## config.mk

```make
export PLATFORM = sky130hd
export DESIGN_NAME = shift_seq
export DESIGN_NICKNAME = d
export VERILOG_FILES = /design/src/rtl/shift_seq_pkg.sv /design/src/rtl/shift_seq.sv
export SDC_FILE = /design/constraint.sdc
export NUM_CORES = 1
export LEC_CHECK = 0
export ABC_AREA = 1
export CORE_ASPECT_RATIO = 1.25
export CORE_MARGIN = 5
export CORE_UTILIZATION = 44
export CTS_CLUSTER_SIZE = 16
export DETAILED_ROUTE_END_ITERATION = 8
export GPL_TIMING_DRIVEN = 0
export PLACE_DENSITY = 0.78
export SLEW_MARGIN = 20
export SYNTH_ARGS = -nofsm -noshare
export SYNTH_HDL_FRONTEND = slang
export SYNTH_SLANG_ARGS = --single-unit
```

## constraint.sdc

```tcl
create_clock -name clk -period 1.8 [get_ports clk]
set_input_delay 0.36 -clock clk [delete_from_list [all_inputs] [get_ports clk]]
set_output_delay 0.36 -clock clk [all_outputs]
set_load 0.02 [all_outputs]
```

## src/rtl/shift_seq_pkg.sv

```systemverilog
// Shared encodings for the shift-unit sequencer: unit ops, fill policies and FSM states.
package shift_seq_pkg;

    localparam int DATA_W = 8;

    typedef enum logic [1:0] {
        SH_LOAD  = 2'd0,
        SH_LEFT  = 2'd1,
        SH_RIGHT = 2'd2,
        SH_CLEAR = 2'd3
    } shOpT;

    typedef enum logic [1:0] {
        FILL_ZERO  = 2'd0,
        FILL_ONE   = 2'd1,
        FILL_CHAIN = 2'd2,
        FILL_SIGN  = 2'd3
    } fillT;

    typedef enum logic [2:0] {
        ST_IDLE  = 3'd0,
        ST_LOAD  = 3'd1,
        ST_SHIFT = 3'd2,
        ST_CLEAR = 3'd3,
        ST_DONE  = 3'd4
    } stateT;

endpackage

```

## src/rtl/shift_seq.sv

```systemverilog
// Multi-cycle sequencer that turns one load/shift/clear command into a series of
// single-step ops on the external shift unit, feeding the unit's output back in.
module shift_seq
    import shift_seq_pkg::*;
#(
    parameter int AMT_W = 3
) (
    input  logic              clk,
    input  logic              reset,
    input  logic              cmdValid,
    output logic              cmdReady,
    input  logic [1:0]        cmdOp,
    input  logic [AMT_W-1:0]  cmdAmt,
    input  logic [1:0]        cmdFill,
    input  logic              cmdCarry,
    input  logic [DATA_W-1:0] cmdData,
    output logic [1:0]        shOp,
    output logic              shCarryIn,
    output logic [DATA_W-1:0] shLhsIn,
    input  logic [DATA_W-1:0] shLhsOut,
    input  logic              shCarryOut,
    output logic              resValid,
    output logic [DATA_W-1:0] resData,
    output logic              resCarry
);

    stateT             state;
    logic [1:0]        opQ;
    logic [1:0]        fillQ;
    logic [AMT_W-1:0]  amtQ;
    logic [AMT_W-1:0]  count;
    logic              carryQ;
    logic              first;
    logic [DATA_W-1:0] dataQ;

    // Control outputs are registered alongside the state so they change only at edges.
    always_ff @(posedge clk or posedge reset) begin
        if (reset) begin
            state    <= ST_IDLE;
            opQ      <= '0;
            fillQ    <= '0;
            amtQ     <= '0;
            count    <= '0;
            carryQ   <= 1'b0;
            first    <= 1'b0;
            dataQ    <= '0;
            cmdReady <= 1'b1;
            resValid <= 1'b0;
            shOp     <= SH_LOAD;
        end else begin
            case (state)
                ST_IDLE: begin
                    if (cmdValid) begin
                        opQ      <= cmdOp;
                        amtQ     <= cmdAmt;
                        fillQ    <= cmdFill;
                        carryQ   <= cmdCarry;
                        dataQ    <= cmdData;
                        cmdReady <= 1'b0;
                        if (cmdOp == SH_CLEAR) begin
                            state <= ST_CLEAR;
                            shOp  <= SH_CLEAR;
                        end else begin
                            state <= ST_LOAD;
                            shOp  <= SH_LOAD;
                        end
                    end
                end
                ST_LOAD: begin
                    count <= amtQ;
                    first <= 1'b1;
                    if (opQ == SH_LOAD || amtQ == '0) begin
                        state    <= ST_DONE;
                        shOp     <= SH_LOAD;
                        resValid <= 1'b1;
                    end else begin
                        state <= ST_SHIFT;
                        shOp  <= opQ;
                    end
                end
                ST_SHIFT: begin
                    count <= count - 1'b1;
                    first <= 1'b0;
                    if (count == AMT_W'(1)) begin
                        state    <= ST_DONE;
                        shOp     <= SH_LOAD;
                        resValid <= 1'b1;
                    end
                end
                ST_CLEAR: begin
                    state    <= ST_DONE;
                    shOp     <= SH_LOAD;
                    resValid <= 1'b1;
                end
                ST_DONE: begin
                    state    <= ST_IDLE;
                    resValid <= 1'b0;
                    cmdReady <= 1'b1;
                end
                default: begin
                    state    <= ST_IDLE;
                    resValid <= 1'b0;
                    cmdReady <= 1'b1;
                    shOp     <= SH_LOAD;
                end
            endcase
        end
    end

    // Outside LOAD the unit is re-loaded with its own output, which is how data is held.
    always_comb begin
        shLhsIn   = (state == ST_LOAD) ? dataQ : shLhsOut;
        shCarryIn = 1'b0;
        if (state == ST_SHIFT) begin
            case (fillQ)
                FILL_ZERO:  shCarryIn = 1'b0;
                FILL_ONE:   shCarryIn = 1'b1;
                FILL_CHAIN: shCarryIn = first ? carryQ : shCarryOut;
                default:    shCarryIn = (opQ == SH_RIGHT) ? shLhsOut[DATA_W-1] : shLhsOut[0];
            endcase
        end
    end

    assign resData  = shLhsOut;
    assign resCarry = shCarryOut;

endmodule

```

Word-level counts from Yosys, hierarchy flattened. Index checks and enable logic that the tools add are counted.

Mux-type cells: 22. Div/mod/pow operators: 0. $mul: 0. Add/sub/neg operators: 1. Reductions and logical operators: 12. Eq/ne operators: 12. Bitwise operators: 3. Order comparisons: 0. Shifts and indexed selects: 0.

Operators with widths (number): 3-bit one-hot mux with 4 select lines (1); 2-bit 2-to-1 mux (5); 3-bit 2-to-1 mux (3); 8-bit 2-to-1 mux (1); 2-bit one-hot mux with 4 select lines (1); 2-bit == test, second input constant (3); 3-bit by 1-bit == test with 1-bit output, second input constant (2); 3-bit by 2-bit == test with 1-bit output, second input constant (2); 3-bit logical NOT (2); 1-bit 2-to-1 mux (6); 2-bit inequality test, second input constant (3); 3-bit one-hot mux with 2 select lines (1); 2-bit AND reduction (3); 3-bit AND reduction (2); 2-bit logical NOT (2); 1-bit one-hot mux with 2 select lines (2); 1-bit one-hot mux with 4 select lines (1); 3-bit == test, second input constant (1); 1-bit inverter (3); 1-bit one-hot mux with 3 select lines (1); 3-bit OR reduction (1); 3-bit by 1-bit subtractor with 3-bit output, second input constant (1); 2-bit by 1-bit == test with 1-bit output, second input constant (1); 2-bit nonzero test (1); 1-bit logical OR (1).

ROM bits: 0. Output and inout bits: 22. Logic and storage cells: 61. Bits in writable memories: 0. Latch bits: 0. Register bits: 27. Input port bits: 28. Memories kept: 0.

Longest topological paths before layout. Gate-level depths: netlist (run 1).

Depth in word-level cells: 4. Depth in mapped cells: 9. Depth with buffers taken out: 9.

Least setup slack after synthesis (run 1). OpenSTA, ideal clock, no wires.

Kind: reg-to-output. From: register state[2]. To: output port shCarryIn. Stages on the path, launching flop included: 7. Data arrival time: 1.191 ns. Setup slack: 0.249 ns. Cells stage by stage: dfrtp_1 buf_6 nor2_1 nand2_1 inv_1 nand2_1 nor2_1.

Cells in the longest elaborated chain, start to end: 2.

Ends and longest elaborated chain: from (decl) (RTL line shift_seq.sv:27) `stateT state;`; from (signal assigned) (RTL line shift_seq.sv:39) `state <= ST_IDLE;`; from (signal assigned) (RTL line shift_seq.sv:61) `state <= ST_CLEAR;`; from (signal assigned) (RTL line shift_seq.sv:64) `state <= ST_LOAD;`; 3-bit by 2-bit == test with 1-bit output (RTL line shift_seq.sv:114) `if (state == ST_SHIFT) begin`; 1-bit 2-to-1 mux (RTL line shift_seq.sv:114); to (decl) (RTL line shift_seq.sv:18) `output logic shCarryIn,`.

Every way passes these cells.

Final worst setup path (run 1).
From: register state[2]. To: output port shLhsIn[7].

Cells in the longest elaborated chain, start to end: 2.

Ends and longest elaborated chain: 3-bit by 1-bit == test with 1-bit output (RTL line shift_seq.sv:112) `shLhsIn = (state == ST_LOAD) ? dataQ : shLhsOut;`; 8-bit 2-to-1 mux (RTL line shift_seq.sv:112); to (decl) (RTL line shift_seq.sv:19) `output logic [DATA_W-1:0] shLhsIn,`.

Every way passes these cells.

==> results.json, run 1 <==
{
  "dp_hpwl_mm": 2.530,
  "dieArea_sq_um": 4494,
  "report.final.hold_viol_count": 0,
  "worst_pin_slew_ns": 0.5690,
  "p_per_area_nw_per_um2": 1493,
  "reg2reg_from": "state[2]",
  "drt-pass1-iter-count": 4,
  "total_routing_usage_reported_by_global_routing_pct": 17.16,
  "register_area_sq_um": 679.4,
  "worst_skew_pair.late_latency_ns": 0.27,
  "maxSlewViolCount": 0,
  "finalWorstSetupSlack_ns": 0.03456,
  "utilization_pct": 67.67,
  "crit_path_end_kind": "primary output",
  "p_leak_uw": 0.001132,
  "cts_root_buffer": "clkbuf_8",
  "cp-startpoint": "state[2]",
  "drc_errors": 0,
  "nFillCells": 274,
  "dpl_worst_slack_ns": -0.3713,
  "yosysTopAreaCellShare_pct": 45.53,
  "synthesis.area_sq_um": 1429,
  "multi_input_comb_area_sq_um": 594.3,
  "status": "finished, final reports clean",
  "route.vias.total": 1356,
  "crit_chain": "buf_6, nor2_4, nand2_4, buf_6, o21ai_2, buf_6",
  "crit_path_start_kind": "register",
  "worst-setup-path-type": "register to primary output",
  "synth.lib_cells_used.distinct": 23,
  "finish.net_count": 277,
  "worstSetupEndpoint": "shLhsIn[7]",
  "maximum_number_of_pins_on_one_net_before_global_route_repair": 28,
  "cts-root-to-sink-buffers": 2,
  "clock.fmax_mhz": 566.4,
  "worst_setup_hold_path_clk_slew_ns": 0.09,
  "clock_sink_count": 27,
  "vdd_drop_max_mv": 0.7959,
  "synth.avg_cell_area_sq_um": 7.808,
  "path_delay_family": "buffers and inverters",
  "layout_commonest_cell": "nand2_1",
  "cts_htree_levels": 1,
  "wl_mm": 3.629,
  "yosysSeqAreaShare_pct": 47.37,
  "floorplan.initialDensity_pct": 45.14,
  "worst_path_largest_cell_delay_ns": 0.39,
  "num_rows": 23,
  "period_minus_slack_ns": 1.765,
  "die_w_um": 60.97,
  "relSlewSlack_pct": 62.01,
  "drv.max_cap_violation_count": 0,
  "core_region_area_sq_um": 3166,
  "vias_per_cell": 4.792,
  "worst-endpoint-required_ns": 1.44,
  "post_drt_wl_per_cell_um": 12.82,
  "worst-path-stages": 6,
  "fin_skew_ns": 0.004455,
  "worst-path-buf-inv": 3,
  "grt_util_met1_pct": 17.52,
  "portBuffers": 49,
  "post_synth_main_area_contributors": "dfrtp_1, nand2_1, buf_4",
  "number_of_endpoints_failing_setup_at_the_final_stage": 0,
  "globalRouteMet3Util_pct": 2.812,
  "grt_overflow_total": 0,
  "cell_depth_of_the_worst_flop_to_flop_path": 8,
  "drtAntennaViolNets": 0,
  "reg_to_reg_setup_timing_slack_ns": 0.35,
  "synthesis.nets": 213,
  "mostFrequentLayoutCells": "nand2_1, clkdlybuf4s50_1, dfrtp_1",
  "gate_count_post_synth": 183,
  "finalCritPeriodShare_pct": 98.08,
  "critical_path_peak_fanout": 6,
  "synth-seq-cells": 27,
  "timing.rr.end": "dataQ[7]",
  "critical_path_arrival_ns": 1.41,
  "cpMostUsedCell": "buf_6",
  "worst_path_max_delay_cell": "dfrtp_1",
  "post_route_cells_drive_above_1_share_pct": 23.58,
  "tritoncts": "done",
  "postPlaceCellArea_sq_um": 1966,
  "die_height_um": 73.72,
  "pin_count": 50,
  "grt_busiest_layer": "met2",
  "flow.area_growth_from_synthesis_pct": 49.91,
  "insertedDiodeCount": 0,
  "cts_buffers": 3,
  "detail_route.iter0.violations": 47,
  "yosys_warnings": 0,
  "grt_util_met2_pct": 32.10,
  "setup_repair_after_global_routing_missed_its_margin": "true",
  "holdWs_ns": 0.4558,
  "vias_in_the_first_global_route": 1400,
  "finalWeightedCongestion": 0.7566,
  "grt_antenna_before_repair": 0,
  "grt_first_pass_wirelength_mm": 5.837,
  "final_design_area_no_fill_sq_um": 2142,
  "hold_path_class": "input port to async pin",
  "netlist.top_cell.by_area": "dfrtp_1"
}
## cell type report
type	count	share of cell area (%)
flip-flops and latches	27	31.72
multi-input cells	123	27.75
repair buffers	59	27.39
plain buffers	14	5.491
inverters	19	3.388
well taps	37	2.161
clock buffers	4	2.103
## sequential cells by signal, summed over array words and instances (netlist names)
name,count
resValid,1
cmdReady,1
opQ,2
state,3
carryQ,1
dataQ,8
fillQ,2
count,3
first,1
amtQ,3
shOp,2
## worst min path at each step
stage	from	end	slack, ns	cells after the start
floorplan	reset	amtQ[0]	0.41	1
global route	count[0]	count[0]	0.51	1
CTS	dataQ[4]	dataQ[4]	0.49	2
detailed placement	dataQ[4]	dataQ[4]	0.47	2
global placement	shOp[0]	shOp[0]	0.46	2
finish	reset	shOp[1]	0.46	2
## cells by family after synthesis
logic type	count (synthesis)	share of synthesized area, %
AO/OA/AOI/OAI	15	6.917
adder cells (fa/ha/maj)	2	1.751
buffers and inverters	33	13.31
flip-flops	27	47.37
AND/OR/NAND/NOR	106	30.65
## cells in the mapped netlist
library cell and count:
nand4_1 2, a21oi_1 1, buf_6 4, nand3_2 1, dfstp_2 1, dfrtp_1 26, nor2_1 5, nand2_1 85
nand3_1 9, nor3_2 1, buf_2 1, nand2_2 1, nor2_4 1, clkinv_2 1, o221ai_1 1, inv_1 18
o21ai_2 4, nor3_1 1, ha_1 2, buf_4 9, o21ai_0 3, o21ai_1 4, o211ai_1 2
## timing repair
action	in CTS	in global routing
pin swaps	2	10
hold buffers	0	0
gates cloned	1	0
gates resized for setup	58	26
setup buffers	6	3
setup endpoints to repair	18	9
## where the power goes
| part | switching, uW | internal, uW | leakage, uW |
|---|---|---|---|
| logic | 963 | 804 | 0.000779 |
| clock network | 189 | 159 | 0.0000228 |
| registers | 183 | 902 | 0.000330 |
## metal layers
metal / wire [um] / up-vias / share of wire [%]
li1: - / 681 / -
met1: 1404 / 626 / 39
met2: 1933 / 39 / 53
met3: 191 / 10 / 5.3
met4: 99 / 0 / 2.7
met5: 0 / - / 0
## per-stage QoR
step / setup TNS [ns] / total power [uW] / std cells
finish: 0 / 3199 / 283
global placement: -3.351 / 2547 / 269
global route: -0.09762 / 3436 / 283
CTS: 0 / 3042 / 280
detailed placement: -3.560 / 2592 / 269
floorplan: 0 / 2062 / 183
Power figures use the tool's default switching activity.
==> run 2, diff against run 1 <==
--- a/config.mk
+++ b/config.mk
@@ -8,12 +8,12 @@
 export ABC_AREA = 1
 export CORE_ASPECT_RATIO = 1.25
 export CORE_MARGIN = 5
-export CORE_UTILIZATION = 44
+export CORE_UTILIZATION = 46
+export CTS_BUF_LIST = sky130_fd_sc_hd__clkbuf_8
 export CTS_CLUSTER_SIZE = 16
 export DETAILED_ROUTE_END_ITERATION = 8
 export GPL_TIMING_DRIVEN = 0
-export PLACE_DENSITY = 0.78
-export SLEW_MARGIN = 20
+export PLACE_DENSITY = 0.81
 export SYNTH_ARGS = -nofsm -noshare
 export SYNTH_HDL_FRONTEND = slang
 export SYNTH_SLANG_ARGS = --single-unit
==> results.json, run 2 (synthesis results as in run 1) <==
{
  "drtAntennaViolNets": 0,
  "utilization_pct": 74.96,
  "finish.net_count": 278,
  "number_of_endpoints_failing_setup_at_the_final_stage": 0,
  "critical_path_arrival_ns": 1.41,
  "clock_sink_count": 27,
  "cts-hold-fix-buffers": 0,
  "worst-endpoint-required_ns": 1.44,
  "total_routing_usage_reported_by_global_routing_pct": 17.01,
  "hold_path_class": "register to register",
  "vias_in_the_first_global_route": 1293,
  "die_height_um": 72.31,
  "die_w_um": 59.85,
  "crit_path_start_kind": "register",
  "layout_commonest_cell": "nand2_1",
  "crit_chain": "buf_6, nor2_4, nand2_4, buf_8, o21ai_4, buf_6",
  "maxSlewViolCount": 0,
  "p_sw_share_pct": 42.43,
  "report.final.hold_viol_count": 0,
  "fin_skew_ns": 0.001145,
  "drc_errors": 0,
  "drt-pass1-iter-count": 4,
  "cts_root_buffer": "clkbuf_8",
  "dieArea_sq_um": 4328,
  "p_per_area_nw_per_um2": 1493,
  "worst_pin_slew_ns": 1.052,
  "cpMostUsedCell": "buf_6",
  "detail_route.iter0.violations": 91,
  "num_rows": 22,
  "worst_path_largest_cell_delay_ns": 0.38,
  "insertedDiodeCount": 0,
  "globalRouteMet3Util_pct": 3.737,
  "clock.fmax_mhz": 564.0,
  "grt_util_met2_pct": 30.53,
  "worst_path_max_delay_cell": "dfrtp_1",
  "maximum_number_of_pins_on_one_net_before_global_route_repair": 28,
  "core_region_area_sq_um": 2973,
  "intPower_uw": 1916,
  "cts-root-to-sink-buffers": 2,
  "reg_to_reg_setup_timing_slack_ns": 0.38,
  "combinational_group_share_of_total_power_pct": 56.8,
  "flow.area_growth_from_synthesis_pct": 55.95,
  "grt_util_met1_pct": 18.83,
  "relSlewSlack_pct": 29.77,
  "status": "finished, final reports clean",
  "finalWorstSetupSlack_ns": 0.02696,
  "cts_htree_levels": 1,
  "floorplan.initialDensity_pct": 48.06,
  "portBuffers": 49,
  "setup_repair_after_global_routing_missed_its_margin": "true",
  "cts_buffers": 3,
  "worst_setup_hold_path_clk_slew_ns": 0.09,
  "worst-setup-path-type": "register to primary output",
  "route.vias.total": 1401,
  "crit_path_end_kind": "primary output",
  "grt_first_pass_wirelength_mm": 5.630,
  "drv.max_cap_violation_count": 0,
  "net-switching-power_uw": 1412,
  "pin_count": 50,
  "dp_hpwl_mm": 2.460,
  "vias_per_cell": 4.951,
  "grt_busiest_layer": "met2",
  "post_drt_wl_per_cell_um": 13.74,
  "tritoncts": "done",
  "critical_path_peak_fanout": 7,
  "worst_skew_pair.late_latency_ns": 0.28,
  "p_leak_uw": 0.001164,
  "power.sequential.fraction_pct": 32.6,
  "clock_power_share_pct": 10.5,
  "wl_mm": 3.889,
  "largest_register_ffs": 8,
  "post_route_cells_drive_above_1_share_pct": 28.34,
  "finalWeightedCongestion": 0.7973,
  "dpl_worst_slack_ns": -0.3950,
  "grt_antenna_before_repair": 0,
  "vdd_drop_max_mv": 0.8751,
  "finalCritPeriodShare_pct": 98.50,
  "period_minus_slack_ns": 1.773,
  "regMostFlops": "dataQ",
  "mostFrequentLayoutCells": "nand2_1, clkdlybuf4s50_1, dfrtp_1",
  "grt_overflow_total": 0
}
run 2: critical path: cells and delay by family (launching register included):
kind / cells / cell delay (ns)
flops: 1 / 0.38
compound gates: 1 / 0.12
simple gates: 2 / 0.21
buf+inv: 3 / 0.42
run 2: final cells by class:
class	instances	area, sq um
Multi-Input combinational cell	123	656.9
Sequential cell	27	679.4
Fill cell	218	744.5
Clock inverter	1	3.754
Tap cell	36	45.04
Timing Repair Buffer	60	608.1
Clock buffer	3	41.29
Buffer	14	121.4
Inverter	19	72.57
run 2: routing by layer:
metal	vias up	share of wire [%]
met4	0	2.1
li1	688	-
met2	57	53
met1	646	38
met5	-	0
met3	10	6.8
run 2: path summary, 6_finish.rpt:
path                            startpoint         end  depth (start not counted)
worst max-delay path              state[2]  shLhsIn[7]                          6
worst min-delay path              dataQ[0]    dataQ[0]                          2
min in group asynchronous            reset    state[2]                          2
worst min register to register    dataQ[0]    dataQ[0]                          2
worst max register to register    state[2]      carryQ                          8
max in group asynchronous            reset    state[1]                          2
run 2: power groups by stage:
stage | Clock, uW | Sequential, uW | Combinational (uW)
2_1_floorplan | 0 | 1100 | 966
5_1_grt | 368 | 1120 | 2070
3_3_place_gp | 0 | 1070 | 1480
3_5_place_dp | 0 | 1080 | 1510
4_1_cts | 346 | 1070 | 1580
6_report | 351 | 1090 | 1890
run 2: timing repair:
| item | 4_1_cts | 5_1_grt |
|---|---|---|
| pin swaps | 2 | 9 |
| buffers inserted | 6 | 4 |
| setup endpoints to repair | 18 | 9 |
| gates resized for setup | 53 | 46 |
| gates cloned | 0 | 1 |
run 2: stage by stage:
| step | total power, uW | cells | hold WS [ns] | area (sq um) | setup TNS (ns) |
|---|---|---|---|---|---|
| 2_1_floorplan | 2062 | 183 | 0.4120 | 1429 | 0 |
| 3_3_place_gp | 2545 | 268 | 0.4633 | 1964 | -3.365 |
| 3_5_place_dp | 2588 | 268 | 0.4653 | 1964 | -3.403 |
| 4_1_cts | 2994 | 278 | 0.4889 | 2029 | 0 |
| 5_1_grt | 3559 | 283 | 0.5150 | 2228 | -0.1927 |
| 6_report | 3328 | 283 | 0.4871 | 2228 | 0 |
